===== config.mk =====
export PLATFORM = sky130hd
export DESIGN_NAME = crop_frame_sequencer
export DESIGN_NICKNAME = d
export VERILOG_FILES = /design/src/rtl/crop_pkg.sv /design/src/rtl/crop_pos_counter.sv /design/src/rtl/crop_frame_sequencer.sv
export SDC_FILE = /design/constraint.sdc
export NUM_CORES = 1
export LEC_CHECK = 0
export BUFFER_PORTS_ARGS = -buffer_cell sky130_fd_sc_hd__buf_4
export CORE_ASPECT_RATIO = 2
export CORE_MARGIN = 2
export CORE_UTILIZATION = 45
export DETAILED_ROUTE_END_ITERATION = 6
export PLACE_DENSITY = 0.68
export SLEW_MARGIN = 20
export SYNTH_ARGS = -nofsm -noshare
export SYNTH_HDL_FRONTEND = slang
export SYNTH_SLANG_ARGS = --single-unit

===== constraint.sdc =====
create_clock -name clk -period 3.2 [get_ports clk]
set_clock_uncertainty 0.15 [all_clocks]
set_input_delay 0.32 -clock clk [delete_from_list [all_inputs] [get_ports clk]]
set_output_delay 0.32 -clock clk [all_outputs]
set_load 0.01 [all_outputs]

===== src/rtl/crop_pkg.sv =====
// Shared types and default geometry for the crop frame sequencer.
// crop_origin_t is sized for the default frame geometry; the top must not be built wider.
package crop_pkg;
  localparam int IN_ROWS_DEF  = 20;
  localparam int IN_COLS_DEF  = 20;
  localparam int OUT_ROWS_DEF = 10;
  localparam int OUT_COLS_DEF = 10;
  localparam int COL_W = $clog2(IN_COLS_DEF);
  localparam int ROW_W = $clog2(IN_ROWS_DEF);

  typedef enum logic [1:0] {IDLE, START, STREAM, WAIT_DONE} crop_seq_state_t;

  typedef struct packed {
    logic [COL_W-1:0] x0;
    logic [ROW_W-1:0] y0;
  } crop_origin_t;
endpackage


===== src/rtl/crop_pos_counter.sv =====
// Column/row position of the current input beat, with wrap and last-position flag.
module crop_pos_counter #(
  parameter int IN_ROWS = 20,
  parameter int IN_COLS = 20,
  parameter int CW = $clog2(IN_COLS),
  parameter int RW = $clog2(IN_ROWS)
) (
  input  logic          clk,
  input  logic          reset,
  input  logic          clr,
  input  logic          beat,
  output logic [CW-1:0] cnt_col,
  output logic [RW-1:0] cnt_row,
  output logic          at_last
);
  logic [CW-1:0] col_q, col_d;
  logic [RW-1:0] row_q, row_d;
  logic          col_end, row_end;

  assign col_end = (col_q == CW'(IN_COLS - 1));
  assign row_end = (row_q == RW'(IN_ROWS - 1));

  always_comb begin
    col_d = col_q;
    row_d = row_q;
    if (clr) begin
      col_d = '0;
      row_d = '0;
    end else if (beat) begin
      if (col_end) begin
        col_d = '0;
        row_d = row_end ? '0 : row_q + 1'b1;
      end else begin
        col_d = col_q + 1'b1;
      end
    end
  end

  always_ff @(posedge clk) begin
    if (reset) begin
      col_q <= '0;
      row_q <= '0;
    end else begin
      col_q <= col_d;
      row_q <= row_d;
    end
  end

  assign cnt_col = col_q;
  assign cnt_row = row_q;
  assign at_last = col_end && row_end;
endmodule


===== src/rtl/crop_frame_sequencer.sv =====
// Frame-level controller for the crop filter: latches a crop origin, pulses ap_start,
// gates the input stream to whole frames, and waits for both done pulses. Option: CROP_SEQ_CLAMP_EN.
module crop_frame_sequencer
  import crop_pkg::*;
#(
  parameter int IN_ROWS  = IN_ROWS_DEF,
  parameter int IN_COLS  = IN_COLS_DEF,
  parameter int OUT_ROWS = OUT_ROWS_DEF,
  parameter int OUT_COLS = OUT_COLS_DEF
) (
  input  logic                       clk,
  input  logic                       reset,
  input  logic                       cfg_valid,
  output logic                       cfg_ready,
  input  logic [$clog2(IN_COLS)-1:0] cfg_x0,
  input  logic [$clog2(IN_ROWS)-1:0] cfg_y0,
  input  logic                       pix_valid,
  input  logic                       pix_ready,
  output logic                       pix_gate,
  output logic [$clog2(IN_COLS)-1:0] cnt_col,
  output logic [$clog2(IN_ROWS)-1:0] cnt_row,
  output logic [$clog2(IN_COLS)-1:0] crop_x0,
  output logic [$clog2(IN_ROWS)-1:0] crop_y0,
  output logic                       ap_start,
  input  logic                       crop_ap_done,
  input  logic                       seq_ap_done,
  output logic                       busy,
  output logic [15:0]                frame_cnt,
  output logic                       cfg_err
);
  localparam int CW = $clog2(IN_COLS);
  localparam int RW = $clog2(IN_ROWS);

  crop_seq_state_t state_q, state_d;
  crop_origin_t    crop_q, crop_d, pend_q, pend_d, req;
  logic            pend_vld_q, pend_vld_d;
  logic            crop_done_q, crop_done_d, seq_done_q, seq_done_d;
  logic [15:0]     frame_cnt_q, frame_cnt_d;
  logic            cfg_err_q, cfg_err_d;
  logic            beat, at_last, accept, take, req_ok;
  logic            fit_x, fit_y;
  logic [CW:0]     x_end;
  logic [RW:0]     y_end;

  // Widened so the origin+size sum cannot wrap before the compare.
  assign x_end = {1'b0, cfg_x0} + (CW+1)'(OUT_COLS);
  assign y_end = {1'b0, cfg_y0} + (RW+1)'(OUT_ROWS);
  assign fit_x = (x_end <= (CW+1)'(IN_COLS));
  assign fit_y = (y_end <= (RW+1)'(IN_ROWS));

  always_comb begin
`ifdef CROP_SEQ_CLAMP_EN
    req.x0 = fit_x ? COL_W'(cfg_x0) : COL_W'(IN_COLS - OUT_COLS);
    req.y0 = fit_y ? ROW_W'(cfg_y0) : ROW_W'(IN_ROWS - OUT_ROWS);
    req_ok = 1'b1;
`else
    req.x0 = COL_W'(cfg_x0);
    req.y0 = ROW_W'(cfg_y0);
    req_ok = fit_x && fit_y;
`endif
  end

  // The pending slot is always empty in IDLE, so this also covers IDLE's cfg_ready=1.
  assign cfg_ready = !pend_vld_q;
  assign accept    = cfg_valid && cfg_ready;
  assign take      = accept && req_ok;
  assign pix_gate  = (state_q == STREAM);
  assign ap_start  = (state_q == START);
  assign busy      = (state_q != IDLE);
  assign beat      = pix_valid && pix_ready && pix_gate;

  crop_pos_counter #(.IN_ROWS(IN_ROWS), .IN_COLS(IN_COLS), .CW(CW), .RW(RW)) u_pos (
    .clk     (clk),
    .reset   (reset),
    .clr     (state_q == START),
    .beat    (beat),
    .cnt_col (cnt_col),
    .cnt_row (cnt_row),
    .at_last (at_last)
  );

  always_comb begin
    state_d     = state_q;
    crop_d      = crop_q;
    pend_d      = pend_q;
    pend_vld_d  = pend_vld_q;
    crop_done_d = crop_done_q;
    seq_done_d  = seq_done_q;
    frame_cnt_d = frame_cnt_q;
    cfg_err_d   = cfg_err_q | (accept && !(fit_x && fit_y));
    if (take && state_q != IDLE) begin
      pend_d     = req;
      pend_vld_d = 1'b1;
    end
    if (state_q == STREAM || state_q == WAIT_DONE) begin
      crop_done_d = crop_done_q | crop_ap_done;
      seq_done_d  = seq_done_q | seq_ap_done;
    end
    case (state_q)
      IDLE: if (take) begin
        crop_d  = req;
        state_d = START;
      end
      START: begin
        crop_done_d = 1'b0;
        seq_done_d  = 1'b0;
        state_d     = STREAM;
      end
      STREAM: if (beat && at_last) state_d = WAIT_DONE;
      WAIT_DONE: if (crop_done_q && seq_done_q) begin
        frame_cnt_d = frame_cnt_q + 16'd1;
        // A request arriving this very cycle goes straight to the next frame.
        if (pend_vld_q || take) begin
          crop_d     = pend_vld_q ? pend_q : req;
          pend_vld_d = 1'b0;
          state_d    = START;
        end else begin
          state_d = IDLE;
        end
      end
      default: state_d = IDLE;
    endcase
  end

  always_ff @(posedge clk) begin
    if (reset) begin
      state_q     <= IDLE;
      crop_q      <= '0;
      pend_q      <= '0;
      pend_vld_q  <= 1'b0;
      crop_done_q <= 1'b0;
      seq_done_q  <= 1'b0;
      frame_cnt_q <= '0;
      cfg_err_q   <= 1'b0;
    end else begin
      state_q     <= state_d;
      crop_q      <= crop_d;
      pend_q      <= pend_d;
      pend_vld_q  <= pend_vld_d;
      crop_done_q <= crop_done_d;
      seq_done_q  <= seq_done_d;
      frame_cnt_q <= frame_cnt_d;
      cfg_err_q   <= cfg_err_d;
    end
  end

  assign crop_x0   = CW'(crop_q.x0);
  assign crop_y0   = RW'(crop_q.y0);
  assign frame_cnt = frame_cnt_q;
  assign cfg_err   = cfg_err_q;
endmodule


## Word level (Yosys, flattened, before mapping)

Index checks and enable logic that the tools add are counted.

- Reduce and logical (&&, ||, !) cells: 22
- Eq/ne operators: 9
- Order comparisons: 2
- Muxes and demuxes: 16
- Add/sub/neg operators: 5
- Bitwise gates (word level): 3

Operators by type and width:

| operator | number |
|---|---|
| $mux 10 | 4 |
| $pmux 10 s2 | 1 |
| $add 16x1->16 const B | 1 |
| $add 5x4->6 const B | 2 |
| $le 6x5->1 const B | 2 |
| $add 5x1->5 const B | 2 |
| $eq 5x5->1 const B | 2 |
| $logic_and 1x1->1 | 10 |
| $mux 5 | 2 |
| $pmux 2 s4 | 1 |
| $mux 2 | 3 |
| $ne 2x1->1 const B | 3 |
| $mux 1 | 5 |
| $eq 2x2->1 const B | 2 |
| $reduce_and 2->1 | 2 |
| $reduce_and 4->1 | 1 |
| $reduce_bool 2->1 | 2 |
| $or 1x1->1 | 3 |
| $reduce_and 3->1 | 1 |
| $eq 2x1->1 const B | 1 |
| $logic_not 1->1 | 2 |
| $logic_not 2->1 | 1 |
| $logic_or 1x1->1 | 2 |
| $ne 2x2->1 const B | 1 |
| $reduce_or 2->1 | 1 |

- Bits of input ports: 17
- Word-level logic and storage cells: 69
- Flip-flop bits (word level): 52
- Output and inout port bits: 41

## Depth between registers and ports, before layout

- Word-level depth: 9
- Mapped depth: 8
- Gate-level depth less buffers: 7

## Hierarchy

From an unflattened synthesis, not the netlist that was laid out.

- Cell total of the unflattened synthesis: 292
- Area total of the unflattened synthesis: 2562.5 um^2

By module, submodules not included:

| module | instances | cells an instance | seq. area each (um^2) | area an instance (um^2) |
|---|---|---|---|---|
| crop_frame_sequencer | 1 | 234 | 840.8 | 2057.0 |
| crop_pos_counter | 1 | 58 | 200.2 | 505.5 |

## Worst setup path before layout

No wires, ideal clock.

- Path type: input to register
- Start: in cfg_y0[1]
- End: reg pend_q[1] (netlist bit)
- Buffers on the path: 1
- Path slack: 0.980 ns
- Cell stages on the path: 7
- Data required time: 2.922 ns
- Library setup time: 0.128 ns
- Arrival: 1.943 ns
- Cells stage by stage: ha_1 or3b_1 a31o_4 a221oi_2 buf_6 mux2i_1 nor2_1

- Longest elaborated chain between the ends: 5

Ends and longest elaborated chain:

| item | line | source |
|---|---|---|
| start: declaration | crop_frame_sequencer.sv:16 | `input logic [$clog2(IN_ROWS)-1:0] cfg_y0,` |
| $add 5x4->6 | crop_frame_sequencer.sv:47 | `assign y_end = {1'b0, cfg_y0} + (RW+1)'(OUT_ROWS);` |
| $le 6x5->1 | crop_frame_sequencer.sv:49 | `assign fit_y = (y_end <= (RW+1)'(IN_ROWS));` |
| $logic_and 1x1->1 | crop_frame_sequencer.sv:59 | `req_ok = fit_x && fit_y;` |
| $logic_and 1x1->1 | crop_frame_sequencer.sv:66 | `assign take = accept && req_ok;` |
| $logic_and 1x1->1 | crop_frame_sequencer.sv:91 | `if (take && state_q != IDLE) begin` |
| end signal: assignment | crop_frame_sequencer.sv:138 | `pend_q <= pend_d;` |
| end: declaration | crop_frame_sequencer.sv:35 | `crop_origin_t crop_q, crop_d, pend_q, pend_d, req;` |

Parallel ways exist; a longest one is shown, timed or not.
A chain may end at the register's enable or synchronous reset.

## Worst setup path after layout

- Start: in cfg_y0[1]
- End: reg crop_q (netlist bit crop_y0[3])

- Longest elaborated chain between the ends: 7
- Elaborated cells on any way between the ends: 8
- Classes of those cells: add/sub (1); order compare (1); eq/ne (2); reduce/logical (4)

Ends and longest elaborated chain:

| item | line | source |
|---|---|---|
| $add 5x4->6 (*) | crop_frame_sequencer.sv:47 |  |
| $le 6x5->1 (*) | crop_frame_sequencer.sv:49 |  |
| $logic_and 1x1->1 (*) | crop_frame_sequencer.sv:59 |  |
| $logic_and 1x1->1 (*) | crop_frame_sequencer.sv:66 |  |
| $logic_or 1x1->1 | crop_frame_sequencer.sv:113 | `if (pend_vld_q \|\| take) begin` |
| $ne 2x1->1 (no line) | - |  |
| $reduce_and 4->1 (no line) (*) | - |  |
| end signal: assignment | crop_frame_sequencer.sv:137 | `crop_q <= crop_d;` |
| end: declaration | crop_frame_sequencer.sv:35 |  |

Every way passes the cells marked *; elsewhere a longest branch is shown, timed or not.

==> flow_summary.toml <==
[clocking]
cts-htree-levels = 2
clk_pin_slew_ns = 0.06
cts.path.max_buffers = 2
ctsResizeCount = 0
cts.sinks = 52
clock-root-buffer = "clkbuf_16"
cts_made_buffers = 5
hold_buffers = 0
post_cts.repair.setup_buffers = 0
clk_latency_ns = 0.29
cts_tree = "yes"

[placed_design]
placed_area_mm2 = 0.003080
hpwl_um = 4573
dp.cells = 398
gp_congestion = 0.8059
io_buffer_count = 57

[finish]
drive_gt1_frac = 0.2261
layout.cells.non_filler = 406
final_cell_area_mm2 = 0.003226
syn2layout_area_growth_pct = 23.29
nets = 372
postLayoutCoreUtil = 0.5699
antenna_cells = 0

[worst_setup_path]
crit_path_top_delay_cell = "a221oi_2"
crit_buf_inv = 2
cp.arrival_ns = 2.48
critPathMaxStageDelay_ns = 0.51
worstReg2RegStart = "state_q[1]"
path_cells = "buf_4, ha_1, or3b_1, a31o_4, a221oi_2, clkbuf_4, o21ai_0, nor3b_1"
r2r_cells = 7
critPathCaptureType = "flop"
cp-start-kind = "input pin"
reg2reg_slack_ns = 0.82
cp-startpoint = "cfg_y0[1]"
worst_r2r_endpoint = "frame_cnt[15]"
crit_family = "compound AO/OA/AOI/OAI gates"
crit_required_ns = 3.22
crit_fanout = 13
crit_type = "input pin to flop"

[synth]
yosysWarnings = 0
synth-edff-count = 0
ys_seq_elements = 52
synth.yosys.seq_area_share = 0.3979
synth_nets = 317
syn_avg_cell_area_um2 = 9.022
netlist_area_mm2 = 0.002616
synth.area.top_cells = "dfxtp_1 40%, mux2i_1 9.2%, nor2_1 5.2%"
synth_area_leader_cell = "dfxtp_1"
synthArstFlopShare = 0
synth_ff_type = "dfxtp_1"
synth_top_cell_area_share = 0.3979
syn_inst = 290
synth.distinct_cells = 48

[sta]
fin_crit_ns = 2.468
hold_viol = 0
timing.fmax_mhz = 405.3
drv_slew = 0
setup_viol = 0
relSlewSlack = 0.4967
setup_tns_ns = 0
period_share = 0.7711
worstMarginPinSlew_ns = 0.7470
rsz0062_at_grt = "false"

[min_path]
hold_path_end = "crop_done_q"
worstHoldPathType = "input pin to flop"
min_from = "crop_ap_done"
min_path_cells = 3

[detailed_routing]
vias = 2241
routed.top_layer = "met4"
wl_per_cell_um = 14.75
dr.pass1.iters = 4
viasPerCell = 5.520
ant_nets = 0
drt-total-wl_um = 5990
drc_errors = 0
first_iter_violations = 79
met1_length_um = 2235
met3_length_um = 259
wl_met2_um = 3396

[power]
finalPower_uw = 1314
ir_drop_uv = 529.7
p_leak_uw = 0.001311
power.density_mw_per_mm2 = 407.5

[die]
core_area_mm2 = 0.005660
die_area_mm2 = 0.006477
fp.dieH_um = 111.8
fp-row-count = 39
start_util = 0.4622
die_w_um = 57.92
io_pins = 58

[run]
cap_viol_max_count = 0

[global_routing]
grt_overflow = 0
grt_pass1_vias = 2214
grt_usage = 0.2001
grt_pass1_wl_um = 10250
antenna_found_initial = 0
grt_start_max_net_pins = 42

[outcome]
status = "completed"
-- Yosys cell counts (4+ instances only) --
| master | count |
|---|---|
| nor3b_1 | 13 |
| xor2_1 | 8 |
| nand2_1 | 11 |
| nand4_1 | 8 |
| xnor2_1 | 9 |
| nor4_1 | 4 |
| dfxtp_1 | 52 |
| ha_1 | 10 |
| inv_1 | 7 |
| nand3_1 | 8 |
| o21ai_0 | 17 |
| clkbuf_1 | 9 |
| nor3_1 | 17 |
| nor2_1 | 36 |
| nor2b_1 | 5 |
| mux2i_1 | 24 |
| a21oi_1 | 8 |
-- area by class of cell --
type                       count  area, um^2
multi-input combinational    218        1486
clock inverter                 2       12.51
inverter                       7       26.28
clock buffer                   5       125.1
sequential                    52        1041
tap                           61       76.32
timing repair buffer          61       457.9
fill                         550        2435
-- cell usage in the layout, fill, tap and decap left out, types with 9 or more instances in the layout --
cell,synthesis,layout
nand2_1,11,11
nor3b_1,13,13
buf_4,1,60
xnor2_1,9,9
o21ai_0,17,17
mux2i_1,24,24
ha_1,10,10
nor3_1,17,17
nor2_1,36,36
dfxtp_1,52,52
-- how the worst max path moves through the flow --
stage / end / cells after the start
final: crop_y0[3] / 8
after global placement: crop_y0[4] / 7
after CTS: crop_y0[3] / 7
after detailed placement: crop_y0[3] / 7
after global routing: frame_cnt[15] / 7
after floorplan: pend_q[1] / 7
-- worst reg2reg max path, cell delays in order, from the launching register on --
cell     delay (ns)
dfxtp_1        0.41
ha_1           0.29
and3_1         0.21
buf_4          0.17
nand4_1        0.37
nor4_1         0.45
xnor2_1        0.16
nor2_1         0.05
-- report_power, final --
part	internal, uW	switching, uW
clock network	284	229
logic	64.4	72.0
registers	657	7.17
-- state kept, by name (all words and copies together), names as in the netlist --
register	count
u_pos.cnt_col	5
pend_q	10
frame_cnt	16
crop_done_q	1
cfg_err	1
state_q	2
seq_done_q	1
u_pos.cnt_row	5
crop_y0	5
pend_vld_q	1
crop_x0	5
-- logic make-up (layout without fill, tap and decap cells) --
logic type,Yosys count,after routing,share of synthesized area
compound gates,41,41,0.1071
flops,52,52,0.3979
buf+inv,20,75,0.03395
mux,24,24,0.09182
xor+xnor,17,17,0.05691
fa+ha+maj,10,10,0.04782
simple gates,126,126,0.2645
-- metal layers --
layer,vias up,track usage
li1,1136,-
met1,1042,0.2076
met2,58,0.3795
met3,5,0.03484
met4,0,0.07442
met5,-,0
-- stage by stage --
stage	hold slack, ns	setup WS, ns
final	0.1118	0.7325
after global routing	0.1365	0.5453
after CTS	0.1143	0.5141
after detailed placement	0.3284	0.2162
after global placement	0.3213	0.2725
after floorplan	0.3002	0.9798
Power figures use the tool's default switching activity.
